<file path="src/rtl/_muxn_arb_pkg.sv">
// ---------------------------------------------------------------------------
// Shared packages for the N-channel registered multiplexer.
//
//   constants     : project-wide constants (WORD_LENGTH).
//   _muxn_arb_pkg : utilities shared by arbiters:
//                   mux_mode_t  - fixed-select vs. round-robin selection
//                   rr_pick_t   - result of a rotating priority search
//                   rr_pick()   - first set request strictly after a pointer,
//                                 wrapping modulo the active channel count
// ---------------------------------------------------------------------------
package constants;
  localparam int WORD_LENGTH = 8;
endpackage

package _muxn_arb_pkg;

  typedef enum logic {
    MUX_FIXED = 1'b0,
    MUX_RR    = 1'b1
  } mux_mode_t;

  // The search function works on a fixed maximum width so one definition
  // serves every channel count from 2 to 32.
  localparam int RR_MAX   = 32;
  localparam int RR_IDX_W = 5;

  typedef struct packed {
    logic                found;
    logic [RR_IDX_W-1:0] idx;
  } rr_pick_t;

  // Scan ptr+1, ptr+2, ... ptr+num (mod num) and return the first set bit.
  // Iterating from the farthest offset down to the nearest lets the nearest
  // hit overwrite the others, so the loop has a constant bound and no break.
  // ptr must be below num, so ptr+k never exceeds 2*num-1 and a single
  // conditional subtract replaces a modulo.
  function automatic rr_pick_t rr_pick(
    input logic [RR_MAX-1:0]   req,
    input logic [RR_IDX_W-1:0] ptr,
    input int                  num
  );
    rr_pick_t r;
    int       pos;
    r = '0;
    for (int k = RR_MAX; k >= 1; k--) begin
      if (k <= num) begin
        pos = int'(ptr) + k;
        if (pos >= num) begin
          pos = pos - num;
        end
        if (req[pos[RR_IDX_W-1:0]]) begin
          r.found = 1'b1;
          r.idx   = pos[RR_IDX_W-1:0];
        end
      end
    end
    return r;
  endfunction

endpackage

</file>
<file path="src/rtl/_muxn_arb_rr_pick.sv">
// ---------------------------------------------------------------------------
// _rr_pick : combinational rotating priority encoder, CH requests wide.
//
// Ports:
//   req   in  CH     request vector
//   ptr   in  SEL_W  last-served index; search starts at ptr+1 (must be < CH)
//   found out 1      at least one request is set
//   idx   out SEL_W  index of the first request after ptr (0 when !found)
// ---------------------------------------------------------------------------
module _rr_pick
  import _muxn_arb_pkg::*;
#(
  parameter int CH    = 8,
  parameter int SEL_W = $clog2(CH)
) (
  input  logic [CH-1:0]    req,
  input  logic [SEL_W-1:0] ptr,
  output logic             found,
  output logic [SEL_W-1:0] idx
);

  rr_pick_t pick;

  always_comb begin
    pick  = rr_pick(RR_MAX'(req), RR_IDX_W'(ptr), CH);
    found = pick.found;
    idx   = SEL_W'(pick.idx);
  end

endmodule

</file>
<file path="src/rtl/_muxn_arb.sv">
// ---------------------------------------------------------------------------
// _muxn_arb : registered N-channel multiplexer with valid/ready handshake on
// every channel and a single registered output stage. Selection is either an
// explicit channel index (mode = 0) or round-robin among requesters
// (mode = 1). Sustains one beat per cycle with one cycle of latency.
//
// Ports:
//   clk        in   system clock
//   rst_n      in   asynchronous active-low reset
//   mode       in   0 = fixed select, 1 = round-robin
//   sel        in   channel index used in fixed mode (>= CH grants nothing)
//   in_valid   in   CH    per-channel request
//   in_data    in   CH*n  channel i at [i*n +: n]
//   in_ready   out  CH    per-channel accept, one-hot or zero
//   out_valid  out  output register holds a beat
//   out_data   out  n     registered data
//   out_sel    out  SEL_W channel that supplied out_data
//   out_ready  in   consumer accepts the beat
//   in_last    in   CH    per-channel last-beat flag   (MUXN_LOCK_EN only)
//   out_last   out  registered last flag              (MUXN_LOCK_EN only)
//
// Build option MUXN_LOCK_EN: a beat with in_last = 0 locks the grant to its
// channel until that channel transfers a beat with in_last = 1, keeping
// multi-beat packets contiguous. Without it every beat arbitrates alone.
// ---------------------------------------------------------------------------
module _muxn_arb
  import _muxn_arb_pkg::*;
#(
  parameter int n     = constants::WORD_LENGTH,
  parameter int CH    = 8,
  parameter int SEL_W = $clog2(CH)
) (
  input  logic              clk,
  input  logic              rst_n,
  input  logic              mode,
  input  logic [SEL_W-1:0]  sel,
  input  logic [CH-1:0]     in_valid,
  input  logic [CH*n-1:0]   in_data,
  output logic [CH-1:0]     in_ready,
  output logic              out_valid,
  output logic [n-1:0]      out_data,
  output logic [SEL_W-1:0]  out_sel,
  input  logic              out_ready
`ifdef MUXN_LOCK_EN
  ,
  input  logic [CH-1:0]     in_last,
  output logic              out_last
`endif
);

  // -------------------------------------------------------------------------
  // Per-channel data view
  // -------------------------------------------------------------------------
  logic [n-1:0] ch_data [CH];

  generate
    for (genvar gi = 0; gi < CH; gi++) begin : g_split
      assign ch_data[gi] = in_data[gi*n +: n];
    end
  endgenerate

  // -------------------------------------------------------------------------
  // State
  // -------------------------------------------------------------------------
  logic             out_valid_reg;
  logic [n-1:0]     out_data_reg;
  logic [SEL_W-1:0] out_sel_reg;
  logic [SEL_W-1:0] rr_ptr_reg;

  // The output register can take a new beat when empty or being drained this
  // cycle; this is what lets the stage run at full rate.
  logic load_en;
  assign load_en = !out_valid_reg || out_ready;

  // -------------------------------------------------------------------------
  // Arbitration (before any lock override)
  // -------------------------------------------------------------------------
  logic             rr_found;
  logic [SEL_W-1:0] rr_idx;

  _rr_pick #(
    .CH    (CH),
    .SEL_W (SEL_W)
  ) u_rr_pick (
    .req   (in_valid),
    .ptr   (rr_ptr_reg),
    .found (rr_found),
    .idx   (rr_idx)
  );

  // When CH is not a power of two sel can name a channel that does not
  // exist; such a select grants nothing.
  logic sel_in_range;
  assign sel_in_range = (int'(sel) < CH);

  logic             arb_valid;
  logic [SEL_W-1:0] arb_idx;

  always_comb begin
    arb_valid = 1'b0;
    arb_idx   = '0;
    if (mux_mode_t'(mode) == MUX_RR) begin
      arb_valid = rr_found;
      arb_idx   = rr_idx;
    end else if (sel_in_range) begin
      arb_valid = in_valid[sel];
      arb_idx   = sel;
    end
  end

  // -------------------------------------------------------------------------
  // Final grant, with optional packet lock
  // -------------------------------------------------------------------------
  logic             grant_valid;
  logic [SEL_W-1:0] grant_idx;

`ifdef MUXN_LOCK_EN
  logic             lock_reg;
  logic [SEL_W-1:0] lock_ch_reg;
  logic             out_last_reg;

  // While a packet is open the locked channel owns the output regardless of
  // mode, sel or rr_ptr; everyone else stalls.
  always_comb begin
    grant_valid = arb_valid;
    grant_idx   = arb_idx;
    if (lock_reg) begin
      grant_valid = in_valid[lock_ch_reg];
      grant_idx   = lock_ch_reg;
    end
  end
`else
  always_comb begin
    grant_valid = arb_valid;
    grant_idx   = arb_idx;
  end
`endif

  logic         xfer;
  logic [n-1:0] grant_data;

  assign xfer       = grant_valid && load_en;
  // grant_idx is always a real channel whenever xfer is high.
  assign grant_data = ch_data[grant_idx];

  generate
    for (genvar gi = 0; gi < CH; gi++) begin : g_ready
      assign in_ready[gi] = xfer && (grant_idx == SEL_W'(gi));
    end
  endgenerate

  // -------------------------------------------------------------------------
  // Output register and round-robin pointer
  // -------------------------------------------------------------------------
  always_ff @(posedge clk or negedge rst_n) begin
    if (!rst_n) begin
      out_valid_reg <= 1'b0;
      out_data_reg  <= '0;
      out_sel_reg   <= '0;
      // Pointing at the last channel makes channel 0 the first one searched.
      rr_ptr_reg    <= SEL_W'(CH - 1);
    end else begin
      if (xfer) begin
        out_valid_reg <= 1'b1;
        out_data_reg  <= grant_data;
        out_sel_reg   <= grant_idx;
        // Tracked in fixed mode too, so switching to round-robin continues
        // fairly from whoever was served last.
        rr_ptr_reg    <= grant_idx;
      end else if (out_ready) begin
        out_valid_reg <= 1'b0;
      end
    end
  end

`ifdef MUXN_LOCK_EN
  always_ff @(posedge clk or negedge rst_n) begin
    if (!rst_n) begin
      lock_reg     <= 1'b0;
      lock_ch_reg  <= '0;
      out_last_reg <= 1'b0;
    end else if (xfer) begin
      lock_reg     <= !in_last[grant_idx];
      lock_ch_reg  <= grant_idx;
      out_last_reg <= in_last[grant_idx];
    end
  end

  assign out_last = out_last_reg;
`endif

  assign out_valid = out_valid_reg;
  assign out_data  = out_data_reg;
  assign out_sel   = out_sel_reg;

endmodule
</file>
<file path="config.mk">
export PLATFORM = sky130hd
export DESIGN_NAME = _muxn_arb
export DESIGN_NICKNAME = d
export VERILOG_FILES = /design/src/rtl/_muxn_arb_pkg.sv /design/src/rtl/_muxn_arb_rr_pick.sv /design/src/rtl/_muxn_arb.sv
export SDC_FILE = /design/constraint.sdc
export NUM_CORES = 1
export LEC_CHECK = 0
export ABC_AREA = 1
export CAP_MARGIN = 0
export CORE_ASPECT_RATIO = 0.75
export CORE_MARGIN = 10
export CORE_UTILIZATION = 35
export DETAILED_ROUTE_END_ITERATION = 16
export GPL_ROUTABILITY_DRIVEN = 0
export MAX_ROUTING_LAYER = met4
export PLACE_DENSITY = 0.72
export SLEW_MARGIN = 20
export SYNTH_ARGS = -nofsm -noshare
export SYNTH_HDL_FRONTEND = slang
export SYNTH_SLANG_ARGS = --single-unit
</file>
<file path="constraint.sdc">
create_clock -name clk -period 3.43 [get_ports clk]
set_input_delay 0.5145 -clock clk [delete_from_list [all_inputs] [get_ports clk]]
set_output_delay 0.5145 -clock clk [all_outputs]
set_load 0.02 [all_outputs]
</file>
# After elaboration in Yosys (flattened, before gate mapping)
# Index checks and enable logic that the tools add are counted.
[op_classes]
n_bitwise = 1
magnitude_cmp = 18
n_reduce_logical = 13
eq_ne = 7
n_addsub = 16
n_mux = 41
[ops]
columns = ["op", "count"]
rows = [
  ["$ge 32x5->1 const B", 8],
  ["$lt 5x6->1 const B", 8],
  ["$mux 6", 8],
  ["$bmux 1 s5", 8],
  ["$mux 5", 8],
  ["$sub 5x5->5 const B", 8],
  ["$bmux 8 s3", 1],
  ["$add 3x3->4 const B", 4],
  ["$mux 8", 2],
  ["$eq 3x3->1 const B", 4],
  ["$mux 1", 12],
  ["$logic_and 1x1->1", 9],
  ["$add 3x2->4 const B", 2],
  ["$eq 3x2->1 const B", 2],
  ["$add 3x4->5 const B", 1],
  ["$add 3x1->4 const B", 1],
  ["$ge 4x4->1 const B", 1],
  ["$lt 3x4->1 const B", 1],
  ["$not 3->4", 1],
  ["$bmux 1 s3", 1],
  ["$eq 3x1->1 const B", 1],
  ["$logic_not 3->1", 1],
  ["$mux 3", 1],
  ["$reduce_bool 2->1", 1],
  ["other kinds (2)", 2],
]
[totals]
regBits = 15
output_inout_bits = 20
elab_cells = 100
in_bits = 79

# Longest topological paths before layout
# Gate-level depths: netlist of the first run.
[logic_depth]
depth_word = 18
depth_mapped = 24
depth_no_buf = 22

# Modules after synthesis
# Synthesis of the first run repeated with hierarchy kept, for this count alone.
[unflattened]
cells_unflattened = 428
hier_area_um2 = 2333.5
[modules_own_cells]
columns = ["mod", "cells_per_inst", "seq_area_each_um2", "n_inst", "area_per_inst_um2"]
rows = [
  ["_muxn_arb", 292, 379.1, 1, 1656.6],
  ["_rr_pick", 136, 0.0, 1, 676.9],
]

# Worst setup path before layout of the first run
# Ideal clock, no wire load.
[synth_timing]
path_type = "register to output"
startpoint = "reg rr_ptr_reg[0]"
endpoint = "out in_ready[0]"
arrival_ns = 2.675
n_path_buf = 2
required_ns = 2.915
stages_incl_launch_ff = 22
path_slack_ns = 0.241
path_cell_list = "dfstp_2 > inv_2 > buf_2 > ha_1 > inv_2 > nand3_1 > nand2_1 > nand2_1 > nand2_1 > inv_1 > nand3_1 > nand3_1 > nand2_1 > nand2_1 > nand2_1 > nand2_1 > nand2_2 > nand2_1 > buf_2 > inv_2 > nand2_1 > nor2_1"
[synth_between]
elab_chain_cells = 16
word_cells_on_any_way = 61
cone_classes = "add/sub (16); order compare (8); mux (34); reduce/logical (3)"
[synth_rtl]
columns = ["element", "line_no", "source"]
rows = [
  ["start, declared", "_muxn_arb.sv:68", "logic [SEL_W-1:0] rr_ptr_reg;"],
  ["start signal, assigned", "_muxn_arb.sv:161", "rr_ptr_reg <= SEL_W'(CH - 1);"],
  ["start signal, assigned", "_muxn_arb.sv:169", "rr_ptr_reg <= grant_idx;"],
  ["$add 3x4->5", "_muxn_arb_pkg.sv:47", "pos = int'(ptr) + k;"],
  ["$ge 32x5->1 or $sub 5x5->5 (tied branches)", "_muxn_arb_pkg.sv:48, _muxn_arb_pkg.sv:49", ""],
  ["$mux 5", "_muxn_arb_pkg.sv:48", "if (pos >= num) begin"],
  ["$bmux 1 s5", "_muxn_arb_pkg.sv:51", "if (req[pos[RR_IDX_W-1:0]]) begin"],
  ["$mux 1 (not written as such)", "_muxn_arb_pkg.sv:51", ""],
  ["$mux 6 (7 in series)", "_muxn_arb_pkg.sv:51", ""],
  ["$mux 6 *", "_muxn_arb_pkg.sv:51", ""],
  ["$mux 3 or $mux 1 (tied branches)", "_muxn_arb.sv:102", "if (mux_mode_t'(mode) == MUX_RR) begin"],
  ["$logic_not 3->1 or $logic_and 1x1->1 (tied branches)", "_muxn_arb.sv:148, _muxn_arb.sv:142", ""],
  ["$logic_and 1x1->1 *", "_muxn_arb.sv:148", "assign in_ready[gi] = xfer && (grant_idx == SEL_W'(gi));"],
  ["end, declared", "_muxn_arb.sv:39", "output logic [CH-1:0] in_ready,"],
]
# Mark *: on every way between the ends. The rest lies on a longest branch, timed or not. The select of a mux whose other input is x is not followed.

# Final worst setup path of the first run
[layout_timing]
startpoint = "reg rr_ptr_reg[0]"
endpoint = "out in_ready[3]"
[layout_between]
elab_chain_cells = 16
word_cells_on_any_way = 61
cone_classes = "add/sub (16); order compare (8); eq/ne (1); mux (34); reduce/logical (2)"
[layout_rtl]
columns = ["element", "line_no"]
rows = [
  ["$add 3x4->5", "_muxn_arb_pkg.sv:47"],
  ["$ge 32x5->1 or $sub 5x5->5 (tied branches)", "_muxn_arb_pkg.sv:48, _muxn_arb_pkg.sv:49"],
  ["$mux 5", "_muxn_arb_pkg.sv:48"],
  ["$bmux 1 s5", "_muxn_arb_pkg.sv:51"],
  ["$mux 1 (not written as such)", "_muxn_arb_pkg.sv:51"],
  ["$mux 6 (7 in series)", "_muxn_arb_pkg.sv:51"],
  ["$mux 6 *", "_muxn_arb_pkg.sv:51"],
  ["$mux 3 or $mux 1 (tied branches)", "_muxn_arb.sv:102"],
  ["$eq 3x2->1 or $logic_and 1x1->1 (tied branches)", "_muxn_arb.sv:148, _muxn_arb.sv:142"],
  ["$logic_and 1x1->1 *", "_muxn_arb.sv:148"],
]
# Marks and branches as above.

==> results of run 1 <==
## report_power, final
part | switching (µW) | total (µW) | internal [µW]
clock | 58.7 | 141 | 82.1
combinational | 2180 | 3560 | 1380
sequential | 52.7 | 329 | 276
total | 2290 | 4030 | 1740
## cell usage in the layout (no fill, tap or decap)
cell / instances
a21oi_4: 1
nand3_2: 3
clkbuf_2: 2
clkbuf_1: 1
clkbuf_8: 3
o211ai_2: 1
nand2_2: 10
nand2_1: 206
buf_6: 2
a211oi_1: 1
dfrtp_1: 12
clkdlybuf4s50_1: 90
inv_2: 12
buf_4: 33
ha_4: 2
xor2_4: 2
buf_2: 4
nor3_1: 1
ha_2: 1
nor2_2: 1
ha_1: 3
o21ai_1: 2
nand3_1: 81
inv_1: 18
nor2_4: 1
nand4_1: 1
nor2_1: 11
o21ai_2: 2
or2_2: 1
nand2_8: 1
o21ai_0: 7
dfstp_2: 3
nand2_4: 1
a21oi_1: 9
## layout make-up
cell class,instances,area [µm²],area share
Inverter,30,113,0.0320
Clock buffer,4,45.0,0.0128
Multi-Input combinational cell,349,1680,0.478
Timing Repair Buffer,131,1200,0.342
Tap cell,78,97.6,0.0278
Sequential cell,15,379,0.108
## how the worst max path moves through the flow
stage	depth (start not counted)	startpoint	endpoint	slack (ns)
finish	17	rr_ptr_reg[0]	in_ready[3]	0.20
global route	22	rr_ptr_reg[0]	in_ready[2]	-0.006
CTS	19	rr_ptr_reg[0]	in_ready[7]	0.001
global placement	18	in_valid[3]	in_ready[0]	-0.14
detailed placement	18	in_valid[3]	in_ready[1]	-0.17
floorplan	21	rr_ptr_reg[0]	in_ready[0]	0.24
## through the flow
stage / setup TNS (ns) / instances / area (µm²)
2_1_floorplan: 0 / 409 / 2180
3_3_place_gp: -0.876 / 599 / 3380
3_5_place_dp: -1.12 / 599 / 3380
4_1_cts: 0 / 604 / 3450
5_1_grt: -0.00588 / 607 / 3520
6_report: 0 / 607 / 3520
## kinds of logic after synthesis
group                    Yosys count  share of synthesized area
buffers and inverters             45                     0.0963
AND/OR/NAND/NOR                  318                      0.622
AO/OA/AOI/OAI                     23                     0.0625
adder cells (fa/ha/maj)            6                     0.0344
flip-flops                        15                      0.174
XOR/XNOR                           2                     0.0115
## per-layer routing
metal,part of all wire,track usage,up-vias
met5,0,-,-
met3,0.065,0.0297,10
met1,0.48,0.226,1342
li1,-,-,1546
met4,0.0090,0.0175,0
met2,0.44,0.267,120
## worst reg2reg max path, stage by stage, from the launching register on
cell and delay, ns:
dfstp_2 0.55, inv_2 0.05, ha_4 0.24, inv_2 0.11, nand3_1 0.12, buf_4 0.15, nand3_1 0.14, o21ai_2 0.11
nor2_2 0.14, nand2_1 0.07, nand2_1 0.06, nand2_1 0.06, nand2_2 0.07, nand2_4 0.07, nand2_8 0.09, buf_4 0.29
nand2_1 0.10, nand2_1 0.07, nand3_1 0.06, nand2_1 0.08, nand2_1 0.07, nand3_1 0.08
## repair_timing
action | 4_1_cts | 5_1_grt
buffers inserted | 1 | 3
pin swaps | 1 | 5
setup endpoints to repair | 8 | 8
hold buffers | 0 | 0
gates resized for setup | 25 | 26
==> results.sh, run 1 <==
export IMPL_synthToLayoutAreaGrowth_pct=61.1
export IMPL_cp_top_family="simple AND/OR/NAND/NOR gates"
export IMPL_worst_slack_ns=0.204
export IMPL_wl_per_cell_um=14.3
export IMPL_slew_headroom=0.555
export IMPL_hp_class="reg -> reg"
export IMPL_dp_hpwl_um=7130
export IMPL_cts_sinks=15
export IMPL_num_antenna_cells=0
export IMPL_min_delay_start="out_sel[0]"
export IMPL_worstReg2RegEnd="out_data[4]"
export IMPL_setup_violations=0
export IMPL_reg2reg_from="rr_ptr_reg[0]"
export IMPL_synth_ff_type="dfrtp_1"
export IMPL_ios=99
export IMPL_hold_viol_final=0
export IMPL_grt_overflow_total=0
export IMPL_r2r_setup_slack_ns=0.57
export IMPL_yosys_area_top_type_share=0.363
export IMPL_utilization=0.594
export IMPL_crit_path_end_kind="output port"
export IMPL_worst_pin_slew_ns=0.665
export IMPL_cp_slowest_stage_delay_ns=0.55
export IMPL_cts_tree="built"
export IMPL_drc_errors=0
export IMPL_initial_core_util=0.369
export IMPL_num_rows=24
export IMPL_arrival_ns=2.71
export IMPL_first_global_vias=2867
export IMPL_synthesis_nets=494
export IMPL_pwr_density_cell_mw_per_mm2=1150
export IMPL_clk_pin_slew_worst_paths_ns=0.06
export IMPL_min_path_cells=2
export IMPL_cts_root_buf="clkbuf_8"
export IMPL_clk_latency_ns=0.24
export IMPL_clock_fmax_ghz=0.310
export IMPL_period_needed_ns=3.23
export IMPL_grt_max_degree=29
export IMPL_vdd_drop_max_v=0.000452
export IMPL_required_ns=2.92
export IMPL_grt_usage=0.169
export IMPL_worstRegToRegCells=21
export IMPL_drt_first_pass_iters=5
export IMPL_die_height_um=88.4
export IMPL_p_total_uw=4030
export IMPL_fin_skew_ns=0.00143
export IMPL_die_x_um=111
export IMPL_cp_common_cell="inv_2"
export IMPL_async_reset_ff_frac=1.00
export IMPL_ys_ff_latch=15
export IMPL_startpoint_type="flip-flop"
export IMPL_crit_type="reg -> out"
export IMPL_wl_um=8650
export IMPL_ys_seq_area_frac=0.174
export IMPL_fin_nets=615
export IMPL_synth_edff_count=0
export IMPL_ctsLongestPathBuffers=2
export IMPL_hold_end="out_sel[0]"
export IMPL_synth_cell_types=27
export IMPL_cap_viol_max_count=0
export IMPL_ys_warn_count=0
export IMPL_period_share=0.940
export IMPL_htreeDepth=1
export IMPL_path_cells="inv_2 > ha_4 > inv_2 > nand3_1 > nand2_2 > nand2_1 > nand2_2 > nand2_1 > buf_4 > a21oi_1 > nand4_1 > o211ai_2 > buf_4 > nor2_4 > inv_2 > nor2_1 > buf_2"
export IMPL_slowest_stage="dfstp_2"
export IMPL_whs_ns=0.492
export IMPL_die_area_mm2=0.00983
export IMPL_critPathBufInv=6
export IMPL_synth_most_common_cell="nand2_1"
export IMPL_coreArea_mm2=0.00592
export IMPL_synth_area_per_cell_um2=5.34
export IMPL_syn_area_mm2=0.00218
export IMPL_synthTopCellsByCount="211 x nand2_1, 82 x nand3_1, 19 x inv_1"
export IMPL_num_vias=3018
export IMPL_yosys_top_cells_area="nand2_1 36%, nand3_1 19%, dfrtp_1 14%, dfstp_2 3.6%, ha_1 3.4%"
export IMPL_antenna_found_initial=0
export IMPL_synth_top_cell_by_area="nand2_1"
export IMPL_crit_fanout=5
export IMPL_grt_pass1_wl_um=13800
export IMPL_largest_reg_flops=8
export IMPL_p_leak_uw=0.00186
export IMPL_drive_above_1_share=0.163
export IMPL_portBuffers=98
export IMPL_via_per_inst=4.97
export IMPL_fillCellCount=576
export IMPL_synthCells=409
export IMPL_ant_nets=0
export IMPL_drtIter0Drc=190
export IMPL_status="finished, final reports clean"
export IMPL_numCtsBuffers=3
export IMPL_slew_violations=0
export IMPL_pre_cts_ws_ns=-0.166
Note: power is estimated with default switching activity, not from simulation.
==> run 2: changes to the inputs <==
--- a/config.mk
+++ b/config.mk
@@ -8,12 +8,13 @@
 export ABC_AREA = 1
 export CAP_MARGIN = 0
 export CORE_ASPECT_RATIO = 0.75
-export CORE_MARGIN = 10
+export CORE_MARGIN = 3
 export CORE_UTILIZATION = 35
 export DETAILED_ROUTE_END_ITERATION = 16
 export GPL_ROUTABILITY_DRIVEN = 0
 export MAX_ROUTING_LAYER = met4
 export PLACE_DENSITY = 0.72
+export RECOVER_POWER = 50
 export SLEW_MARGIN = 20
 export SYNTH_ARGS = -nofsm -noshare
 export SYNTH_HDL_FRONTEND = slang
==> run 2 against run 1 <==
- clock skew is essentially flat
- core utilization shrank 0.74 points
- critical path depth shrank 3
- via count shrank 0.17%
- worst hold slack lost 0.015 ns
- critical path type unchanged
==> results.sh, run 2 (synthesis results as in run 1) <==
export IMPL_p_leak_uw=0.00185
export IMPL_min_path_cells=2
export IMPL_num_antenna_cells=0
export IMPL_num_rows=24
export IMPL_arrival_ns=2.78
export IMPL_grt_overflow_total=0
export IMPL_reg2reg_from="rr_ptr_reg[1]"
export IMPL_slew_headroom=0.519
export IMPL_ios=99
export IMPL_initial_core_util=0.369
export IMPL_required_ns=2.92
export IMPL_die_area_mm2=0.00723
export IMPL_cap_viol_max_count=0
export IMPL_slowest_stage="dfstp_2"
export IMPL_p_int_uw=1660
export IMPL_crit_type="reg -> out"
export IMPL_first_global_vias=2550
export IMPL_synthToLayoutAreaGrowth_pct=59.1
export IMPL_via_per_inst=4.98
export IMPL_startpoint_type="flip-flop"
export IMPL_die_x_um=97.2
export IMPL_ctsLongestPathBuffers=2
export IMPL_startpoint="rr_ptr_reg[1]"
export IMPL_drtIter0Drc=323
export IMPL_cp_slowest_stage_delay_ns=0.53
export IMPL_crit_path_end_kind="output port"
export IMPL_num_vias=3013
export IMPL_hold_end="out_sel[2]"
export IMPL_path_cells="buf_4 > ha_1 > nand2_1 > ha_1 > inv_1 > nor2_1 > nand3_2 > nand4_1 > o211ai_4 > buf_4 > nor2_2 > inv_2 > nor2_1 > clkbuf_2"
export IMPL_p_comb_frac=0.880
export IMPL_worstReg2RegEnd="out_data[4]"
export IMPL_coreArea_mm2=0.00592
export IMPL_r2r_setup_slack_ns=0.57
export IMPL_ant_nets=0
export IMPL_die_height_um=74.4
export IMPL_drt_first_pass_iters=5
export IMPL_portBuffers=98
export IMPL_worst_pin_slew_ns=0.720
export IMPL_antenna_found_initial=0
export IMPL_worst_slack_ns=0.136
export IMPL_rsz0062_at_grt="no"
export IMPL_layout_commonest_cell="nand2_1"
export IMPL_numCtsBuffers=3
export IMPL_grt_max_degree=29
export IMPL_dp_hpwl_um=6440
export IMPL_worstRegToRegCells=19
export IMPL_clk_latency_ns=0.24
export IMPL_pwr_density_cell_mw_per_mm2=1130
export IMPL_fin_nets=613
export IMPL_min_delay_start="out_sel[2]"
export IMPL_final_cell_mix="206 x nand2_1, 82 x nand3_1, 80 x clkdlybuf4s50_1"
export IMPL_vdd_drop_max_v=0.000474
export IMPL_drive_above_1_share=0.154
export IMPL_crit_fanout=8
export IMPL_drc_errors=0
export IMPL_cp_top_family="simple AND/OR/NAND/NOR gates"
export IMPL_p_sw_uw=2250
export IMPL_slew_violations=0
export IMPL_period_share=0.960
export IMPL_fin_skew_ns=0.00122
export IMPL_period_needed_ns=3.29
export IMPL_cts_hold_buf=0
export IMPL_critPathBufInv=5
export IMPL_setup_violations=0
export IMPL_clk_pin_slew_worst_paths_ns=0.06
export IMPL_p_total_uw=3920
export IMPL_pwr_share_clk=0.037
export IMPL_p_seq_frac=0.083
export IMPL_largest_reg_flops=8
export IMPL_cts_sinks=15
export IMPL_status="finished, final reports clean"
export IMPL_clock_fmax_ghz=0.304
export IMPL_hold_viol_final=0
export IMPL_grt_usage=0.214
export IMPL_wl_per_cell_um=13.1
export IMPL_pre_cts_ws_ns=-0.161
export IMPL_hp_class="reg -> reg"
export IMPL_htreeDepth=1
export IMPL_grt_pass1_wl_um=12400
export IMPL_switching_share=0.576
export IMPL_cts_root_buf="clkbuf_8"
export IMPL_wl_um=7930
export IMPL_cts_tree="built"
## run 2: per-stage QoR
step | hold WS (ns) | utilization | cell area, µm² | TNS, ns | std cells
after global routing | 0.498 | 0.587 | 3470 | 0 | 605
after detailed placement | 0.469 | 0.569 | 3370 | -0.935 | 597
final | 0.478 | 0.587 | 3470 | 0 | 605
after global placement | 0.466 | 0.569 | 3370 | -0.991 | 597
after CTS | 0.485 | 0.579 | 3430 | 0 | 602
after floorplan | 0.219 | - | 2180 | 0 | 409
## run 2: how the worst max path moves through the flow
stage	end	cells past startpoint
after floorplan	in_ready[0]	21
after global placement	in_ready[0]	18
after detailed placement	in_ready[1]	18
after CTS	in_ready[1]	19
after global routing	in_ready[2]	14
final	in_ready[3]	14
## run 2: per-layer routing
metal,track usage,vias to the layer above,routed length (µm)
li1,-,1543,-
met1,0.311,1327,3760
met2,0.325,136,3500
met3,0.0384,7,612
met4,0.0109,0,57
met5,-,-,0
## run 2: power groups by stage
stage | clock network, µW | logic [µW] | registers (µW)
6_report | 144 | 3450 | 324
3_3_place_gp | 0 | 3240 | 323
4_1_cts | 148 | 3300 | 324
5_1_grt | 156 | 3840 | 333
2_1_floorplan | 0 | 2200 | 412
3_5_place_dp | 0 | 3280 | 327
## run 2: timing repair
action / 4_1_cts / 5_1_grt
setup endpoints to repair: 8 / 8
cloned: 0 / 0
pin swaps: 1 / 3
buffers inserted: 1 / 3
gates resized for setup: 20 / 26
## run 2: area by class of cell
class	count	area, µm²
Fill cell	587	2440
Timing Repair Buffer	129	1180
Inverter	30	115
Multi-Input combinational cell	349	1650
Sequential cell	15	379
Clock buffer	4	45.0
Tap cell	78	97.6
## run 2: tightest hold or removal path: stages, from the launching register on
cell and delay, ns:
dfrtp_1 0.34, nand2_1 0.05, nand2_1 0.05
==> run 3: changes to the inputs <==
--- a/config.mk
+++ b/config.mk
@@ -7,13 +7,15 @@
 export LEC_CHECK = 0
 export ABC_AREA = 1
 export CAP_MARGIN = 0
-export CORE_ASPECT_RATIO = 0.75
+export CELL_PAD_IN_SITES_DETAIL_PLACEMENT = 1
+export CELL_PAD_IN_SITES_GLOBAL_PLACEMENT = 2
+export CORE_ASPECT_RATIO = 0.5
 export CORE_MARGIN = 3
-export CORE_UTILIZATION = 35
+export CORE_UTILIZATION = 19
 export DETAILED_ROUTE_END_ITERATION = 16
 export GPL_ROUTABILITY_DRIVEN = 0
 export MAX_ROUTING_LAYER = met4
-export PLACE_DENSITY = 0.72
+export PLACE_DENSITY = 0.86
 export RECOVER_POWER = 50
 export SLEW_MARGIN = 20
 export SYNTH_ARGS = -nofsm -noshare
==> run 3 against run 2 <==
- core utilization is 24 points lower
- sequential share of layout area decreased by 0.54 points
- power increased by 7.5%
- maximum frequency rose by 2.4%
- sequential power barely moved
- register-to-register slack worse by 0.10 ns
- highest routed layer unchanged
- cell count is 12% higher
- non-clock buffer count up 9
==> results.sh, run 3 (synthesis results as in run 1) <==
export IMPL_wl_per_cell_um=14.0
export IMPL_final_cell_mix="206 x nand2_1, 82 x nand3_1, 80 x clkdlybuf4s50_1"
export IMPL_grt_overflow_total=0
export IMPL_cp_slowest_stage_delay_ns=0.53
export IMPL_largest_reg_flops=8
export IMPL_crit_type="reg -> out"
export IMPL_fillCellCount=1401
export IMPL_path_cells="buf_4 > ha_1 > xor2_2 > inv_1 > nand3_2 > nand2_2 > inv_1 > nand2_1 > inv_1 > nand3_1 > nand2_1 > nand2_1 > nand2_1 > nand2_1 > nand2_2 > nand2_2 > inv_2 > nand2_1 > nor2_1 > buf_2"
export IMPL_status="finished, final reports clean"
export IMPL_numCtsBuffers=3
export IMPL_pwr_density_cell_mw_per_mm2=1150
export IMPL_p_total_uw=4210
export IMPL_dpl_cell_area_mm2=0.00353
export IMPL_ant_nets=0
export IMPL_cap_viol_max_count=0
export IMPL_fin_nets=622
export IMPL_die_height_um=81.8
export IMPL_cts_sinks=15
export IMPL_finalInstanceArea_mm2=0.00365
export IMPL_via_per_inst=4.47
export IMPL_crit_fanout=11
export IMPL_period_share=0.938
export IMPL_drc_errors=0
export IMPL_num_antenna_cells=0
export IMPL_grt_pass1_wl_um=15400
export IMPL_layout_commonest_cell="nand2_1"
export IMPL_setup_tns_ns=0
export IMPL_clk_latency_ns=0.25
export IMPL_ctsLongestPathBuffers=2
export IMPL_slowest_stage="dfstp_2"
export IMPL_num_vias=3022
export IMPL_required_ns=2.92
export IMPL_antenna_found_initial=0
export IMPL_portBuffers=98
export IMPL_hp_class="reg -> reg"
export IMPL_clk_pin_slew_worst_paths_ns=0.05
export IMPL_coreArea_mm2=0.0107
export IMPL_slew_headroom=0.497
export IMPL_setup_violations=0
export IMPL_dp_hpwl_um=7890
export IMPL_utilization=0.342
export IMPL_num_rows=26
export IMPL_cts_tree="built"
export IMPL_synthToLayoutAreaGrowth_pct=67.4
export IMPL_startpoint_type="flip-flop"
export IMPL_die_x_um=158
export IMPL_grt_usage=0.149
export IMPL_hold_viol_final=0
export IMPL_p_leak_uw=0.00191
export IMPL_arrival_ns=2.70
export IMPL_worst_pin_slew_ns=0.752
export IMPL_period_needed_ns=3.22
export IMPL_vdd_drop_max_v=0.000426
export IMPL_clock_fmax_ghz=0.311
export IMPL_initial_core_util=0.205
export IMPL_grt_max_degree=33
export IMPL_drive_above_1_share=0.170
export IMPL_cp_common_cell="nand2_1"
export IMPL_critPathBufInv=6
export IMPL_ios=99
export IMPL_cts_hold_buf=0
export IMPL_drtIter0Drc=117
export IMPL_cts_root_buf="clkbuf_16"
export IMPL_crit_path_end_kind="output port"
export IMPL_slew_violations=0
export IMPL_cp_top_family="simple AND/OR/NAND/NOR gates"
export IMPL_fin_skew_ns=0.00157
export IMPL_htreeDepth=1
export IMPL_first_global_vias=3141
export IMPL_drt_first_pass_iters=4
export IMPL_wl_um=9440
export IMPL_die_area_mm2=0.0129
==> run 3: worst paths after layout <==
kind,startpoint,end,slack [ns],cells past startpoint
worst max-delay path,rr_ptr_reg[0],in_ready[4],0.21,20
worst min-delay path,out_sel[2],out_sel[2],0.48,2
worst max register to register,rr_ptr_reg[0],out_data[4],0.47,22
worst min register to register,out_sel[2],out_sel[2],0.48,2
max in group asynchronous,rst_n,out_data[2],2.18,1
min in group asynchronous,rst_n,out_sel[0],0.78,1
==> run 3: where the power goes <==
| part | internal, µW | switching (µW) |
|---|---|---|
| registers | 276 | 44.6 |
| logic | 1410 | 2250 |
| clock network | 158 | 73.7 |
==> run 3: metal layers <==
layer,track usage,vias to the layer above,share of wire
met3,0.00842,8,0.020
met1,0.191,1415,0.47
li1,-,1556,-
met4,0.0156,0,0.0084
met2,0.273,43,0.50
met5,-,-,0
==> run 3: area by class of cell <==
| class | count | area (µm²) | area share |
|---|---|---|---|
| multi-input combinational | 349 | 1660 | 0.455 |
| sequential | 15 | 379 | 0.104 |
| tap | 140 | 175 | 0.0480 |
| timing repair buffer | 138 | 1250 | 0.341 |
| inverter | 30 | 113 | 0.0308 |
| clock buffer | 4 | 78.8 | 0.0216 |
==> run 3: timing repair <==
action                     CTS  global route
setup endpoints to repair    8             8
buffers inserted             0             1
gates resized for setup     28            19
pin swaps                    0             2
gates cloned                 0             0
==> run 3: metrics by stage <==
stage	worst slack, ns	hold WS [ns]	cells
6_report	0.213	0.480	676
5_1_grt	-0.0125	0.520	676
4_1_cts	0.0332	0.494	675
3_5_place_dp	-0.213	0.483	671
3_3_place_gp	-0.178	0.468	671
2_1_floorplan	0.241	0.219	409
==> run 3: tightest hold or removal path: cells and delay by family, from the launching register on <==
| family | cells | cell delay (ns) |
|---|---|---|
| flops | 1 | 0.34 |
| simple gates | 2 | 0.11 |
